## config.mk

```make
export PLATFORM = sky130hd
export DESIGN_NAME = exu_bjp_cmtgen_flat
export DESIGN_NICKNAME = d
export VERILOG_FILES = /design/src/rtl/exu_bjp_cmtgen_if.sv /design/src/rtl/exu_bjp_cmtgen.sv /design/src/flat_wrapper.sv
export SDC_FILE = /design/constraint.sdc
export NUM_CORES = 1
export LEC_CHECK = 0
export ABC_AREA = 1
export BUFFER_PORTS_ARGS = -buffer_cell sky130_fd_sc_hd__buf_2
export CAP_MARGIN = 5
export CORE_UTILIZATION = 53
export DETAILED_ROUTE_END_ITERATION = 10
export PLACE_DENSITY = 0.81
export SYNTH_ARGS = -nofsm -noshare
export SYNTH_HDL_FRONTEND = slang
export SYNTH_SLANG_ARGS = --single-unit
```

## constraint.sdc

```tcl
create_clock -name clk -period 4.1 [get_ports clk]
set_clock_uncertainty 0.15 [all_clocks]
set_input_delay 0.615 -clock clk [delete_from_list [all_inputs] [get_ports clk]]
set_output_delay 0.615 -clock clk [all_outputs]
set_load 0.01 [all_outputs]
```

## src/rtl/exu_bjp_cmtgen_if.sv

```systemverilog
// Execute-to-commit branch bundle: execute handshake, commit head, flush redirect, statistics.
// master = surrounding pipeline, slave = commit generator.
interface exu_bjp_cmtgen_if #(
   parameter int PC_SIZE = 32,
   parameter int XLEN    = 32
);
   logic               bjp_i_valid;
   logic               bjp_i_ready;
   logic               bjp_i_bjp;
   logic               bjp_i_prdt;
   logic               bjp_i_taken;
   logic [PC_SIZE-1:0] bjp_i_pc;
   logic [XLEN-1:0]    bjp_i_imm;

   logic               cmt_o_valid;
   logic               cmt_o_ready;
   logic               cmt_o_bjp;
   logic               cmt_o_bjp_prdt;
   logic [PC_SIZE-1:0] cmt_o_pc;
   logic [XLEN-1:0]    cmt_o_imm;

   logic               flush_o_req;
   logic               flush_o_ack;
   logic [PC_SIZE-1:0] flush_o_pc;

   logic [31:0]        bjp_cnt;
   logic [31:0]        mis_cnt;

   modport master (
      output bjp_i_valid, bjp_i_bjp, bjp_i_prdt, bjp_i_taken, bjp_i_pc, bjp_i_imm,
      output cmt_o_ready, flush_o_ack,
      input  bjp_i_ready, cmt_o_valid, cmt_o_bjp, cmt_o_bjp_prdt, cmt_o_pc, cmt_o_imm,
      input  flush_o_req, flush_o_pc, bjp_cnt, mis_cnt
   );

   modport slave (
      input  bjp_i_valid, bjp_i_bjp, bjp_i_prdt, bjp_i_taken, bjp_i_pc, bjp_i_imm,
      input  cmt_o_ready, flush_o_ack,
      output bjp_i_ready, cmt_o_valid, cmt_o_bjp, cmt_o_bjp_prdt, cmt_o_pc, cmt_o_imm,
      output flush_o_req, flush_o_pc, bjp_cnt, mis_cnt
   );
endinterface

```

## src/rtl/exu_bjp_cmtgen.sv

```systemverilog
// Branch commit generator: queues resolved branches in order, commits them, and raises a
// redirect (discarding younger wrong-path entries) when a mispredicted branch commits.
module exu_bjp_cmtgen #(
   parameter int DEPTH   = 2,
   parameter int PC_SIZE = 32,
   parameter int XLEN    = 32
) (
   input logic             clk,
   input logic             rst,
   exu_bjp_cmtgen_if.slave bus
);
   localparam int PTR_W = $clog2(DEPTH);
   localparam int CNT_W = $clog2(DEPTH + 1);

   typedef enum logic {RUN, FLUSH} state_t;

   typedef struct packed {
      logic               bjp;
      logic               prdt;
      logic               mis;
      logic [PC_SIZE-1:0] pc;
      logic [XLEN-1:0]    imm;
      logic [PC_SIZE-1:0] tgt;
   } entry_t;

   state_t             state, state_nxt;
   entry_t             mem [DEPTH];
   entry_t             head;
   entry_t             entry_in;
   logic [PTR_W-1:0]   rd_ptr, wr_ptr;
   logic [CNT_W-1:0]   cnt;
   logic               empty, full, push, pop, flush_done;
   logic [PC_SIZE-1:0] flush_pc;
   logic [31:0]        bjp_cnt_q, mis_cnt_q;

   assign empty      = (cnt == '0);
   assign full       = (cnt == CNT_W'(DEPTH));
   assign head       = mem[rd_ptr];
   assign flush_done = (state == FLUSH) && bus.flush_o_ack;

   assign bus.bjp_i_ready = !full && (state == RUN);
   assign bus.cmt_o_valid = !empty && (state == RUN);
   assign push = bus.bjp_i_valid && bus.bjp_i_ready;
   assign pop  = bus.cmt_o_valid && bus.cmt_o_ready;

   assign bus.cmt_o_bjp      = head.bjp;
   assign bus.cmt_o_bjp_prdt = head.prdt;
   assign bus.cmt_o_pc       = head.pc;
   assign bus.cmt_o_imm      = head.imm;
   assign bus.flush_o_req    = (state == FLUSH);
   assign bus.flush_o_pc     = flush_pc;
   assign bus.bjp_cnt        = bjp_cnt_q;
   assign bus.mis_cnt        = mis_cnt_q;

   // Redirect target and mispredict flag are resolved once, at push time.
   always_comb begin
      entry_in.bjp  = bus.bjp_i_bjp;
      entry_in.prdt = bus.bjp_i_prdt;
      entry_in.mis  = bus.bjp_i_bjp && (bus.bjp_i_prdt != bus.bjp_i_taken);
      entry_in.pc   = bus.bjp_i_pc;
      entry_in.imm  = bus.bjp_i_imm;
      entry_in.tgt  = bus.bjp_i_taken ? bus.bjp_i_pc + bus.bjp_i_imm[PC_SIZE-1:0]
                                      : bus.bjp_i_pc + PC_SIZE'(4);
   end

   // NOTE: state registers use non-blocking assignments so every flop samples pre-edge values.
   always_ff @(posedge clk) begin
      if (rst) state <= RUN;
      else     state <= state_nxt;
   end

   // NOTE: next-state is defaulted before the case so no path leaves it unassigned (no latch).
   always_comb begin
      state_nxt = state;
      case (state)
         RUN:     if (pop && head.mis) state_nxt = FLUSH;
         FLUSH:   if (bus.flush_o_ack) state_nxt = RUN;
         default: state_nxt = RUN;
      endcase
   end

   always_ff @(posedge clk) begin
      if (rst) begin
         rd_ptr    <= '0;
         wr_ptr    <= '0;
         cnt       <= '0;
         flush_pc  <= '0;
         bjp_cnt_q <= '0;
         mis_cnt_q <= '0;
         // NOTE: the tiny queue storage is reset so the head-driven commit outputs read zero.
         for (int i = 0; i < DEPTH; i++) mem[i] <= '0;
      end else if (flush_done) begin
         // Everything still queued is younger than the mispredict: wrong path.
         rd_ptr <= '0;
         wr_ptr <= '0;
         cnt    <= '0;
      end else begin
         if (push) begin
            mem[wr_ptr] <= entry_in;
            wr_ptr      <= wr_ptr + PTR_W'(1);
         end
         if (pop) begin
            rd_ptr    <= rd_ptr + PTR_W'(1);
            bjp_cnt_q <= bjp_cnt_q + 32'(head.bjp);
            mis_cnt_q <= mis_cnt_q + 32'(head.mis);
            if (head.mis) flush_pc <= head.tgt;
         end
         case ({push, pop})
            2'b10:   cnt <= cnt + CNT_W'(1);
            2'b01:   cnt <= cnt - CNT_W'(1);
            default: cnt <= cnt;
         endcase
      end
   end
endmodule

```

## src/flat_wrapper.sv

```systemverilog
// flat-port wrapper written by rule: the top's interface ports become plain ports
module exu_bjp_cmtgen_flat 
#(
   parameter int DEPTH   = 2,
   parameter int PC_SIZE = 32,
   parameter int XLEN    = 32
)
  (clk, rst, bus_bjp_i_valid, bus_bjp_i_bjp, bus_bjp_i_prdt, bus_bjp_i_taken, bus_bjp_i_pc, bus_bjp_i_imm, bus_cmt_o_ready, bus_flush_o_ack, bus_bjp_i_ready, bus_cmt_o_valid, bus_cmt_o_bjp, bus_cmt_o_bjp_prdt, bus_cmt_o_pc, bus_cmt_o_imm, bus_flush_o_req, bus_flush_o_pc, bus_bjp_cnt, bus_mis_cnt);
  exu_bjp_cmtgen_if #(.PC_SIZE(PC_SIZE), .XLEN(XLEN)) bus_i ();
  input logic clk;
  input logic rst;
  input wire logic [$bits(bus_i.bjp_i_valid)-1:0] bus_bjp_i_valid;
  input wire logic [$bits(bus_i.bjp_i_bjp)-1:0] bus_bjp_i_bjp;
  input wire logic [$bits(bus_i.bjp_i_prdt)-1:0] bus_bjp_i_prdt;
  input wire logic [$bits(bus_i.bjp_i_taken)-1:0] bus_bjp_i_taken;
  input wire logic [$bits(bus_i.bjp_i_pc)-1:0] bus_bjp_i_pc;
  input wire logic [$bits(bus_i.bjp_i_imm)-1:0] bus_bjp_i_imm;
  input wire logic [$bits(bus_i.cmt_o_ready)-1:0] bus_cmt_o_ready;
  input wire logic [$bits(bus_i.flush_o_ack)-1:0] bus_flush_o_ack;
  output wire logic [$bits(bus_i.bjp_i_ready)-1:0] bus_bjp_i_ready;
  output wire logic [$bits(bus_i.cmt_o_valid)-1:0] bus_cmt_o_valid;
  output wire logic [$bits(bus_i.cmt_o_bjp)-1:0] bus_cmt_o_bjp;
  output wire logic [$bits(bus_i.cmt_o_bjp_prdt)-1:0] bus_cmt_o_bjp_prdt;
  output wire logic [$bits(bus_i.cmt_o_pc)-1:0] bus_cmt_o_pc;
  output wire logic [$bits(bus_i.cmt_o_imm)-1:0] bus_cmt_o_imm;
  output wire logic [$bits(bus_i.flush_o_req)-1:0] bus_flush_o_req;
  output wire logic [$bits(bus_i.flush_o_pc)-1:0] bus_flush_o_pc;
  output wire logic [$bits(bus_i.bjp_cnt)-1:0] bus_bjp_cnt;
  output wire logic [$bits(bus_i.mis_cnt)-1:0] bus_mis_cnt;
  assign bus_i.bjp_i_valid = bus_bjp_i_valid;
  assign bus_i.bjp_i_bjp = bus_bjp_i_bjp;
  assign bus_i.bjp_i_prdt = bus_bjp_i_prdt;
  assign bus_i.bjp_i_taken = bus_bjp_i_taken;
  assign bus_i.bjp_i_pc = bus_bjp_i_pc;
  assign bus_i.bjp_i_imm = bus_bjp_i_imm;
  assign bus_i.cmt_o_ready = bus_cmt_o_ready;
  assign bus_i.flush_o_ack = bus_flush_o_ack;
  assign bus_bjp_i_ready = bus_i.bjp_i_ready;
  assign bus_cmt_o_valid = bus_i.cmt_o_valid;
  assign bus_cmt_o_bjp = bus_i.cmt_o_bjp;
  assign bus_cmt_o_bjp_prdt = bus_i.cmt_o_bjp_prdt;
  assign bus_cmt_o_pc = bus_i.cmt_o_pc;
  assign bus_cmt_o_imm = bus_i.cmt_o_imm;
  assign bus_flush_o_req = bus_i.flush_o_req;
  assign bus_flush_o_pc = bus_i.flush_o_pc;
  assign bus_bjp_cnt = bus_i.bjp_cnt;
  assign bus_mis_cnt = bus_i.mis_cnt;
  exu_bjp_cmtgen #(.DEPTH(DEPTH), .PC_SIZE(PC_SIZE), .XLEN(XLEN)) u_core (.clk(clk), .rst(rst), .bus(bus_i));
endmodule
```

==> impl_metrics.tcl <==
set metrics [dict create \
    yosysWarningCount 0 \
    final_nets 2387 \
    final_common_cell "nand2_1" \
    synth_area_leaders "edfxtp_1 (35%), dfxtp_1 (12%), nand2_1 (10%)" \
    worstSetupEndpointType "output port" \
    grt_setup_unrepaired "false" \
    synthArstFlopShare 0 \
    grt_max_degree 100 \
    postRouteAntennaNets 0 \
    fin_tns_setup_ps 0 \
    hold_viol 0 \
    cts_resized 0 \
    die_x_um 180.8 \
    cp-endpoint "bus_cmt_o_imm[27]" \
    syn_inst 2122 \
    fin_crit_sh 0.7408 \
    synth_cell_types 45 \
    power.density_nw_per_um2 469.6 \
    synthMuxAreaShare 0.04691 \
    cts_root_buf "clkbuf_16" \
    maxSlewHeadroom 0.2317 \
    p_leak_nw 8.848 \
    synthXorXnorAreaFrac 0.02585 \
    clock_latency_ps 520 \
    vias_per_cell 5.398 \
    ctsHoldBuffers 0 \
    start_util 0.5382 \
    setup_viol 0 \
    clockBufferDepth 3 \
    synth.largest_area_cell "edfxtp_1" \
    grt_pass1_wl_um 73840 \
    grt_util_all_layers 0.2842 \
    ff2ff_setup_slack_ps 1190 \
    setup_ws_ps 1063 \
    finalWeightedCongestion 0.9912 \
    synth_top_family_by_area "simple AND/OR/NAND/NOR gates" \
    rows 65 \
    cts_tree "done" \
    hpwl_um 34090 \
    worstPathMaxFanout 84 \
    area_delta_synth_final_pct 12.91 \
    initialDrtViolationCount 1147 \
    diodes 0 \
    maxCapViolations 0 \
    drive_above_1_share 0.1725 \
    drc_errors 0 \
    place_ws_ps 1145 \
    wl_um 46530 \
    arrival_ps 2270 \
    syn_area_um2 16940 \
    synth_edf_count 198 \
    syn_area_per_cell_um2 7.982 \
    outcome "complete, no violations" \
    reg2regPathDepth 8 \
    ys.flop_type "edfxtp_1" \
    core_um2 31470 \
    maxSlewViolCount 0 \
    hold_class "in2reg" \
    antenna_found_initial 0 \
    rr_endpoint "u_core.bus.flush_o_pc[13]$_SDFFE_PP0P_" \
    die_y_um 180.8 \
    peakVddDrop_uv 341.2 \
    synthSimpleGateAreaFrac 0.2409 \
    r2r-start "u_core.cnt[0]$_SDFFE_PP0P_" \
    critPathKind "reg2out" \
    clkTransAtPathRegs_ps 60 \
    grt_pass1_vias 14140 \
    cts_sinks 300 \
    wl_per_cell_um 17.22 \
    overflow 0 \
    post-route-min-period_ps 3037 \
    cts_buffers 35 \
    dr_total_vias 14590 \
    yosysTopAreaCellShare 0.3510 \
    io_buffers 236 \
    synth_compound_gate_area_share 0.07815 \
    critical_path.startpoint_type "flip-flop" \
    ios 237 \
    ys_ff_latch 300 \
    die_area_um2 32680 \
    htreeDepth 2 \
    dr.pass1.iters 5 \
    syn-num-nets 2232 \
    cts_setup_buffers 0 \
    synth_seq_area_share 0.4716 \
    worstPathRequired_ps 3340 \
    synth_adder_area_share 0.02851 \
    max_freq_mhz 329.3 \
    tightest_slew_ps 1152 \
    final_cell_mix "nand2_1 (463), nor2_1 (340), inv_1 (285)" \
]
## power breakdown
| part | internal (W) | switching [W] |
|---|---|---|
| clock network | 0.00182 | 0.00125 |
| logic | 0.000757 | 0.00141 |
| registers | 0.00362 | 0.000118 |
## worst min path at each step
| stage | startpoint | endpoint | slack, ps | cells past startpoint |
|---|---|---|---|---|
| floorplan | u_core.wr_ptr$_SDFFE_PP0P_ | u_core.wr_ptr$_SDFFE_PP0P_ | 300 | 2 |
| global placement | u_core.bus.bjp_cnt[20]$_SDFFE_PP0P_ | u_core.bus.bjp_cnt[20]$_SDFFE_PP0P_ | 310 | 2 |
| detailed placement | u_core.bus.bjp_cnt[20]$_SDFFE_PP0P_ | u_core.bus.bjp_cnt[20]$_SDFFE_PP0P_ | 320 | 2 |
| CTS | bus_flush_o_ack | u_core.bus.flush_o_req$_SDFF_PP0_ | 200 | 4 |
| global route | bus_flush_o_ack | u_core.bus.flush_o_req$_SDFF_PP0_ | 210 | 4 |
| finish | bus_flush_o_ack | u_core.bus.flush_o_req$_SDFF_PP0_ | 210 | 4 |
## flip-flops by register name, summed over array words and instances (netlist names), named ones only
name and flops:
u_core.bus.mis_cnt 32, u_core.rd_ptr 1, u_core.cnt 2, u_core.bus.flush_o_req 1, u_core.bus.bjp_cnt 32, u_core.wr_ptr 1, u_core.mem 198, u_core.bus.flush_o_pc 32
## worst max-delay path, cell delays in order (launching register included)
cell and delay (ps):
dfxtp_4 360, buf_4 730, mux2_2 420, buf_2 140
## final cells by class
class                   count  area [um^2]
clock inverters            20        185.2
well taps                 402        503.0
fillers                  2801        12350
repair buffers            246         1281
multi-input cells        1403         7142
inverters                 291         1094
flip-flops and latches    300         7991
clock buffers              41        929.6
## synthesized netlist by cell type, drive strengths merged (5+ instances only)
cell / count
buf: 84
ha: 37
nand4: 21
nor3: 65
dfxtp: 102
xnor2: 10
a21oi: 173
nand3b: 5
clkbuf: 44
xor2: 40
edfxtp: 198
nand3: 73
nor2: 353
inv: 290
nand2: 469
o21ai: 65
mux2: 67
## metal layers
metal | up-vias | track usage | wire, um
li1 | 7118 | - | -
met2 | 557 | 0.4840 | 22130
met5 | - | 0 | 0
met4 | 0 | 0.1118 | 1734
met3 | 98 | 0.04475 | 3148
met1 | 6817 | 0.3620 | 19520
## cells by family after synthesis
group	count (synthesis)
fa+ha+maj	38
buf+inv	419
simple gates	990
compound gates	254
flops	300
mux	71
xor+xnor	50
## stage by stage
stage	instances	hold WS (ps)	cell area, um^2	util	power (W)
after floorplan	2122	297.2	16940	-	0.005454
after global placement	2642	313.8	18010	0.5723	0.005922
after detailed placement	2642	319.4	18010	0.5723	0.005970
after CTS	2703	198.5	19130	0.6077	0.009020
after global routing	2703	213.6	19130	0.6077	0.009375
final	2703	213.3	19130	0.6077	0.008981
(Power assumes the default switching activity.)
